### config.mk
export PLATFORM = sky130hd
export DESIGN_NAME = pll_loop_ctrl
export DESIGN_NICKNAME = d
export VERILOG_FILES = /design/src/rtl/pll_loop_ctrl.sv
export SDC_FILE = /design/constraint.sdc
export NUM_CORES = 1
export LEC_CHECK = 0
export CELL_PAD_IN_SITES_DETAIL_PLACEMENT = 0
export CELL_PAD_IN_SITES_GLOBAL_PLACEMENT = 1
export CORE_MARGIN = 4
export CORE_UTILIZATION = 40
export CTS_CLUSTER_DIAMETER = 30
export DETAILED_ROUTE_END_ITERATION = 10
export PLACE_DENSITY_LB_ADDON = 0.1
export REMOVE_ABC_BUFFERS = 1
export SLEW_MARGIN = 20
export SYNTH_ARGS = -nofsm -noshare
export SYNTH_HDL_FRONTEND = slang
export SYNTH_SLANG_ARGS = --single-unit
### constraint.sdc
create_clock -name CLK -period 3.6 [get_ports CLK]
set_input_delay 0.72 -clock CLK [delete_from_list [all_inputs] [get_ports CLK]]
set_output_delay 0.72 -clock CLK [all_outputs]
set_load 0.005 [all_outputs]
### src/rtl/pll_loop_ctrl.sv
// Gain-scheduling sequencer for the PLL phase integrator: IDLE -> CLEAR -> ACQ <-> TRACK.
// Define PLL_SHIFT_ROUND_EN for round-half-up increments instead of floor shifts.
module pll_loop_ctrl #(
    parameter int N          = 24,
    parameter int ACQ_SHIFT  = 2,
    parameter int TRK_SHIFT  = 6,
    parameter int LOCK_THR   = 256,
    parameter int LOCK_CNT   = 16,
    parameter int UNLOCK_CNT = 4
) (
    input  logic                CLK,
    input  logic                RST,
    input  logic                start,
    input  logic                stop,
    input  logic signed [N-1:0] err,
    input  logic                err_vld,
    output logic signed [N-1:0] integ_in,
    output logic                integ_vld,
    output logic                integ_clr,
    output logic [1:0]          state,
    output logic                locked
);

    typedef enum logic [1:0] {
        IDLE  = 2'd0,
        CLEAR = 2'd1,
        ACQ   = 2'd2,
        TRACK = 2'd3
    } state_t;

    localparam int LW = $clog2(LOCK_CNT + 1);
    localparam int UW = $clog2(UNLOCK_CNT + 1);
    localparam logic signed [N:0] THR = (N+1)'(LOCK_THR);

    state_t cur, nxt;
    logic [LW-1:0] lock_cnt, lock_cnt_nxt;
    logic [UW-1:0] unlock_cnt, unlock_cnt_nxt;
    logic signed [N:0] err_ext, err_mag;
    logic signed [N-1:0] acq_inc, trk_inc, inc_nxt;
    logic in_lock, lock_hit, unlock_hit, accept, vld_nxt, clr_nxt;

    // Magnitude in N+1 bits so the most negative error cannot wrap into lock
    assign err_ext    = {err[N-1], err};
    assign err_mag    = err_ext[N] ? -err_ext : err_ext;
    assign in_lock    = (err_mag <= THR);
    assign lock_hit   = (lock_cnt == LW'(LOCK_CNT - 1));
    assign unlock_hit = (unlock_cnt == UW'(UNLOCK_CNT - 1));

`ifdef PLL_SHIFT_ROUND_EN
    localparam logic signed [N:0] ACQ_HALF = (N+1)'(1) <<< (ACQ_SHIFT - 1);
    localparam logic signed [N:0] TRK_HALF = (N+1)'(1) <<< (TRK_SHIFT - 1);
    logic signed [N:0] acq_sum, trk_sum, acq_full, trk_full;

    assign acq_sum  = err_ext + ACQ_HALF;
    assign trk_sum  = err_ext + TRK_HALF;
    assign acq_full = acq_sum >>> ACQ_SHIFT;
    assign trk_full = trk_sum >>> TRK_SHIFT;
    assign acq_inc  = acq_full[N-1:0];
    assign trk_inc  = trk_full[N-1:0];
`else
    assign acq_inc = err >>> ACQ_SHIFT;
    assign trk_inc = err >>> TRK_SHIFT;
`endif

    // A restart or stop cycle discards its sample
    assign accept = err_vld && !stop && !start && (cur == ACQ || cur == TRACK);

    always_ff @(posedge CLK or posedge RST) begin
        if (RST) begin
            cur        <= IDLE;
            lock_cnt   <= '0;
            unlock_cnt <= '0;
        end else begin
            cur        <= nxt;
            lock_cnt   <= lock_cnt_nxt;
            unlock_cnt <= unlock_cnt_nxt;
        end
    end

    always_comb begin
        nxt            = cur;
        lock_cnt_nxt   = lock_cnt;
        unlock_cnt_nxt = unlock_cnt;
        if (stop) begin
            nxt            = IDLE;
            lock_cnt_nxt   = '0;
            unlock_cnt_nxt = '0;
        end else if (start) begin
            nxt            = CLEAR;
            lock_cnt_nxt   = '0;
            unlock_cnt_nxt = '0;
        end else begin
            case (cur)
                IDLE: ;
                CLEAR: begin
                    nxt            = ACQ;
                    lock_cnt_nxt   = '0;
                    unlock_cnt_nxt = '0;
                end
                ACQ: if (err_vld) begin
                    if (!in_lock)
                        lock_cnt_nxt = '0;
                    else if (lock_hit) begin
                        nxt          = TRACK;
                        lock_cnt_nxt = '0;
                    end else
                        lock_cnt_nxt = lock_cnt + LW'(1);
                end
                TRACK: if (err_vld) begin
                    if (in_lock)
                        unlock_cnt_nxt = '0;
                    else if (unlock_hit) begin
                        nxt            = ACQ;
                        unlock_cnt_nxt = '0;
                    end else
                        unlock_cnt_nxt = unlock_cnt + UW'(1);
                end
                default: nxt = IDLE;
            endcase
        end
    end

    always_comb begin
        clr_nxt = (nxt == CLEAR);
        vld_nxt = accept;
        inc_nxt = integ_in;
        if (accept)
            inc_nxt = (cur == TRACK) ? trk_inc : acq_inc;
    end

    always_ff @(posedge CLK or posedge RST) begin
        if (RST) begin
            integ_in  <= '0;
            integ_vld <= 1'b0;
            integ_clr <= 1'b0;
        end else begin
            integ_in  <= inc_nxt;
            integ_vld <= vld_nxt;
            integ_clr <= clr_nxt;
        end
    end

    assign state  = cur;
    assign locked = (cur == TRACK);

endmodule

==> metrics.md <==
| Metric | Value |
|---|---|
| Core occupancy in the finished layout | 56.4% |
| Max-cap viol count | 0 |
| Share of layout cells above drive strength 1 | 16.3% |
| Number of clock sinks seen by CTS | 34 |
| Ratio of final minimum period to clock period | 88.2% |
| Setup slack after placement | 0.0782 ns |
| Deepest clock path buffer count | 2 |
| Number of flops mapped to enable cells by yosys | 0 |
| Arrival time of data at the critical path endpoint | 3.35 ns |
| Cell area power density | 402 nW/um^2 |
| Most used flip-flop cell after synthesis | sky130_fd_sc_hd__dfrtp_1 |
| Gr usage total | 18.1% |
| Multi-input combinational cell area | 1420 um^2 |
| Post-synthesis sequential area ratio | 34.7% |
| Die area | 7450 um^2 |
| Worst path slowest cell | sky130_fd_sc_hd__clkdlybuf4s50_1 |
| Post-cts repair resize count | 0 |
| Shortest period the worst path allows | 3.18 ns |
| Worst Setup Slack, final | 0.424 ns |
| Post-route standard cell area excluding fillers | 3340 um^2 |
| Number of top-level design ports | 58 |
| Family of cells with the greatest summed delay on the critical path | compound AO/OA/AOI/OAI gates |
| Worst-skew pair later-pin latency | 0.28 ns |
| Start-to-end type of the worst setup path | in -> reg |
| Initial antenna violation count | 0 |
| # port buffers | 57 |
| Class of the tightest hold or removal check | reg -> reg |
| Per-cell routed wire length | 15.1 um |
| Core ar. | 5920 um^2 |
| Worst vdd rail ir drop | 0.252 mV |
| Type of origin of the critical path | primary input |
| Setup violations, final | 0 |
| Max_slew headroom | 29.4% |
| Number of violations reported at the end of detailed-routing iteration 0 | 107 |
| Cells after Synth | 271 |
| Net count, final | 379 |
| Synth-to-Final Area Change | 36.1% |
| Sequential cell area in the final layout | 851 um^2 |
| Total negative slack | 0 ns |
| Highest achievable clock rate | 315 MHz |
| Remaining antenna violation count | 0 |
| Highest net fanout along the worst path | 9 |
| Num CTS Buffers | 5 |
| Synthesis-stage register bit count | 34 |
| Status | completed |
| Number of stages on the worst hold path | 1 |
| Number of slew-limit violations in the final report | 0 |
| WP data required | 3.77 ns |
| Vertical die dimension | 86.3 um |
| Series of cell instances along the critical path | clkdlybuf4s50_1, or3_1, o41ai_1, nand2_1, a2111oi_0, o2111ai_1, nor4_4, buf_4, nor2_1, a22o_1 |
| Buffers & Inverters on Critical Path | 2 |
| Worst flop-to-flop path endpoint | unlock_cnt[0]$_DFFE_PP0P_ |
| Post-route DRC | 0 |
| Clock tree root buffer cell | sky130_fd_sc_hd__clkbuf_8 |
| Half-perimeter wire length after placement | 4.60 mm |
| Internal reg-to-reg setup slack | 1.19 ns |
| RePlAce Congestion | 0.799 |
| Sort of element at the end of the critical path | register |
| Clock input transition at the sequential cells of the worst setup and hold paths | 0.07 ns |
| Total routed wirelength | 6.31 mm |
| Number of rows in the core area | 28 |
| DR pass1 iterations | 5 |
| Crit. path cell count | 10 |
| Pleak | 1.38 nW |
| Launching element of the worst setup path | err[3] |
| Worst setup endpoint | unlock_cnt[1]$_DFFE_PP0P_ |
| Wire length of the first global-routing pass | 11.0 mm |
| GR Overflow Total | 0 |
| Maximum cell stage delay along the critical path | 0.49 ns |
| Die outline width | 86.3 um |
| Post-DP Area | 3190 um^2 |
| Post-CTS setup buffer count | 0 |
| Mean Syn Cell Area | 9.05 um^2 |
| Mapped Area | 2450 um^2 |
| Diodes inserted | 0 |
| Clock tree from TritonCTS | yes |
| Tightest Pin Transition | 1.03 ns |
| Final Hold Vio Count | 0 |
| Yosys Warn Count | 0 |
| Reg2reg start | state[0]$_DFF_PP0_ |
| CTS HTree Levels | 2 |
| Number of buffers inserted by hold repair at cts | 0 |
| Final worst clock skew | 0.00397 ns |
| Pin count of the biggest net entering global routing | 35 |
| Reg2Reg Depth | 6 |
| Vias per cell | 5.35 |
| Via count of the first global-routing pass | 2318 |
| Setup repair after global routing missed its margin | false |
| Via count of the routed design | 2243 |
| Synth async-reset ratio | 100% |
| Layout fillers | 560 |
| Initial standard-cell utilization of the core | 41.4% |
| Count of cell types in the netlist | 59 |
[cell usage in the layout, fill, tap and decap left out, types with 3 or more instances in the layout]
cell and n:
sky130_fd_sc_hd__clkdlybuf4s50_1 57, sky130_fd_sc_hd__dfrtp_1 34, sky130_fd_sc_hd__nor2_1 30, sky130_fd_sc_hd__buf_4 30, sky130_fd_sc_hd__a21oi_1 29, sky130_fd_sc_hd__mux2i_1 22, sky130_fd_sc_hd__nand2_1 14, sky130_fd_sc_hd__nand3_1 12
sky130_fd_sc_hd__inv_1 9, sky130_fd_sc_hd__nand2b_1 7, sky130_fd_sc_hd__ha_1 7, sky130_fd_sc_hd__nor3_1 6, sky130_fd_sc_hd__clkbuf_8 6, sky130_fd_sc_hd__o21ai_1 5, sky130_fd_sc_hd__nor2b_1 5, sky130_fd_sc_hd__nor4_1 4
sky130_fd_sc_hd__nor4_2 3, sky130_fd_sc_hd__nor3_2 3, sky130_fd_sc_hd__xnor2_1 3, sky130_fd_sc_hd__o31ai_1 3, sky130_fd_sc_hd__a21o_1 3
[where the power goes]
part / leakage [nW] / internal, mW / switching [mW]
Clock: 0.0714 / 0.296 / 0.149
Sequential: 0.435 / 0.458 / 0.0420
Combinational: 0.873 / 0.244 / 0.154
[state kept, by name (all words and copies together), names as in the netlist]
register and count:
integ_clr 1, integ_in 22, integ_vld 1, lock_cnt 5, state 2, unlock_cnt 3
[final cells by class]
| class | instances | area share [%] |
|---|---|---|
| repair buffers | 87 | 23.8 |
| well taps | 75 | 2.81 |
| multi-input cells | 206 | 42.6 |
| flip-flops and latches | 34 | 25.5 |
| clock buffers | 6 | 2.47 |
| inverters | 9 | 1.01 |
| clock inverters | 2 | 1.80 |
[stage by stage]
| stage | power [mW] | std cells | hold slack [ns] |
|---|---|---|---|
| 4_1_cts | 1.36 | 419 | 0.494 |
| 3_5_place_dp | 0.909 | 411 | 0.477 |
| 5_1_grt | 1.42 | 419 | 0.522 |
| 3_3_place_gp | 0.906 | 411 | 0.471 |
| 6_report | 1.34 | 419 | 0.495 |
| 2_1_floorplan | 0.639 | 249 | 0.458 |
[routing by layer]
layer | part of all wire (%) | GRT usage (%)
met5 | 0 | 0
met4 | 0.95 | 4.96
met3 | 4.5 | 2.95
met2 | 45 | 28.2
met1 | 50 | 26.2
[cell usage after synthesis (4+ instances only)]
cell type / instances / share of area [%]
sky130_fd_sc_hd__nand2_1: 14 / 2.1
sky130_fd_sc_hd__o21ai_1: 5 / 1.0
sky130_fd_sc_hd__nor2b_1: 5 / 1.3
sky130_fd_sc_hd__nor3_1: 6 / 1.2
sky130_fd_sc_hd__mux2i_1: 22 / 9.0
sky130_fd_sc_hd__nor2_1: 30 / 4.6
sky130_fd_sc_hd__nand2b_1: 7 / 1.8
sky130_fd_sc_hd__nand3_1: 12 / 2.4
sky130_fd_sc_hd__inv_1: 9 / 1.4
sky130_fd_sc_hd__ha_1: 7 / 3.6
sky130_fd_sc_hd__a21oi_1: 29 / 5.9
sky130_fd_sc_hd__clkbuf_1: 12 / 1.8
sky130_fd_sc_hd__nor4_1: 4 / 1.0
sky130_fd_sc_hd__buf_4: 4 / 1.2
sky130_fd_sc_hd__buf_6: 4 / 1.8
sky130_fd_sc_hd__dfrtp_1: 34 / 35
[cells by family (layout without fill, tap and decap cells)]
group	Yosys count	count (layout)	share of synthesized area (%)
compound gates	66	66	18.4
buf+inv	31	104	7.40
xor+xnor	5	5	1.79
fa+ha+maj	7	7	3.57
simple gates	105	105	24.7
flops	34	34	34.7
mux	23	23	9.44
[worst min path at each step]
stage,end,from
after floorplan,unlock_cnt[2]$_DFFE_PP0P_,unlock_cnt[2]$_DFFE_PP0P_
after global placement,unlock_cnt[2]$_DFFE_PP0P_,unlock_cnt[2]$_DFFE_PP0P_
after detailed placement,unlock_cnt[2]$_DFFE_PP0P_,unlock_cnt[2]$_DFFE_PP0P_
after CTS,unlock_cnt[2]$_DFFE_PP0P_,unlock_cnt[2]$_DFFE_PP0P_
after global routing,unlock_cnt[0]$_DFFE_PP0P_,unlock_cnt[0]$_DFFE_PP0P_
final,unlock_cnt[2]$_DFFE_PP0P_,unlock_cnt[2]$_DFFE_PP0P_
[worst register-to-register path, delay by kind of cell, from the launching register on]
family	cells	cell delay, ns
adders and majority gates	1	0.23
AOI/OAI and AO/OA	2	1.00
DFF	1	0.46
and+or+nand+nor	2	0.23
buffers and inverters	1	0.39
(Power assumes the default switching activity.)
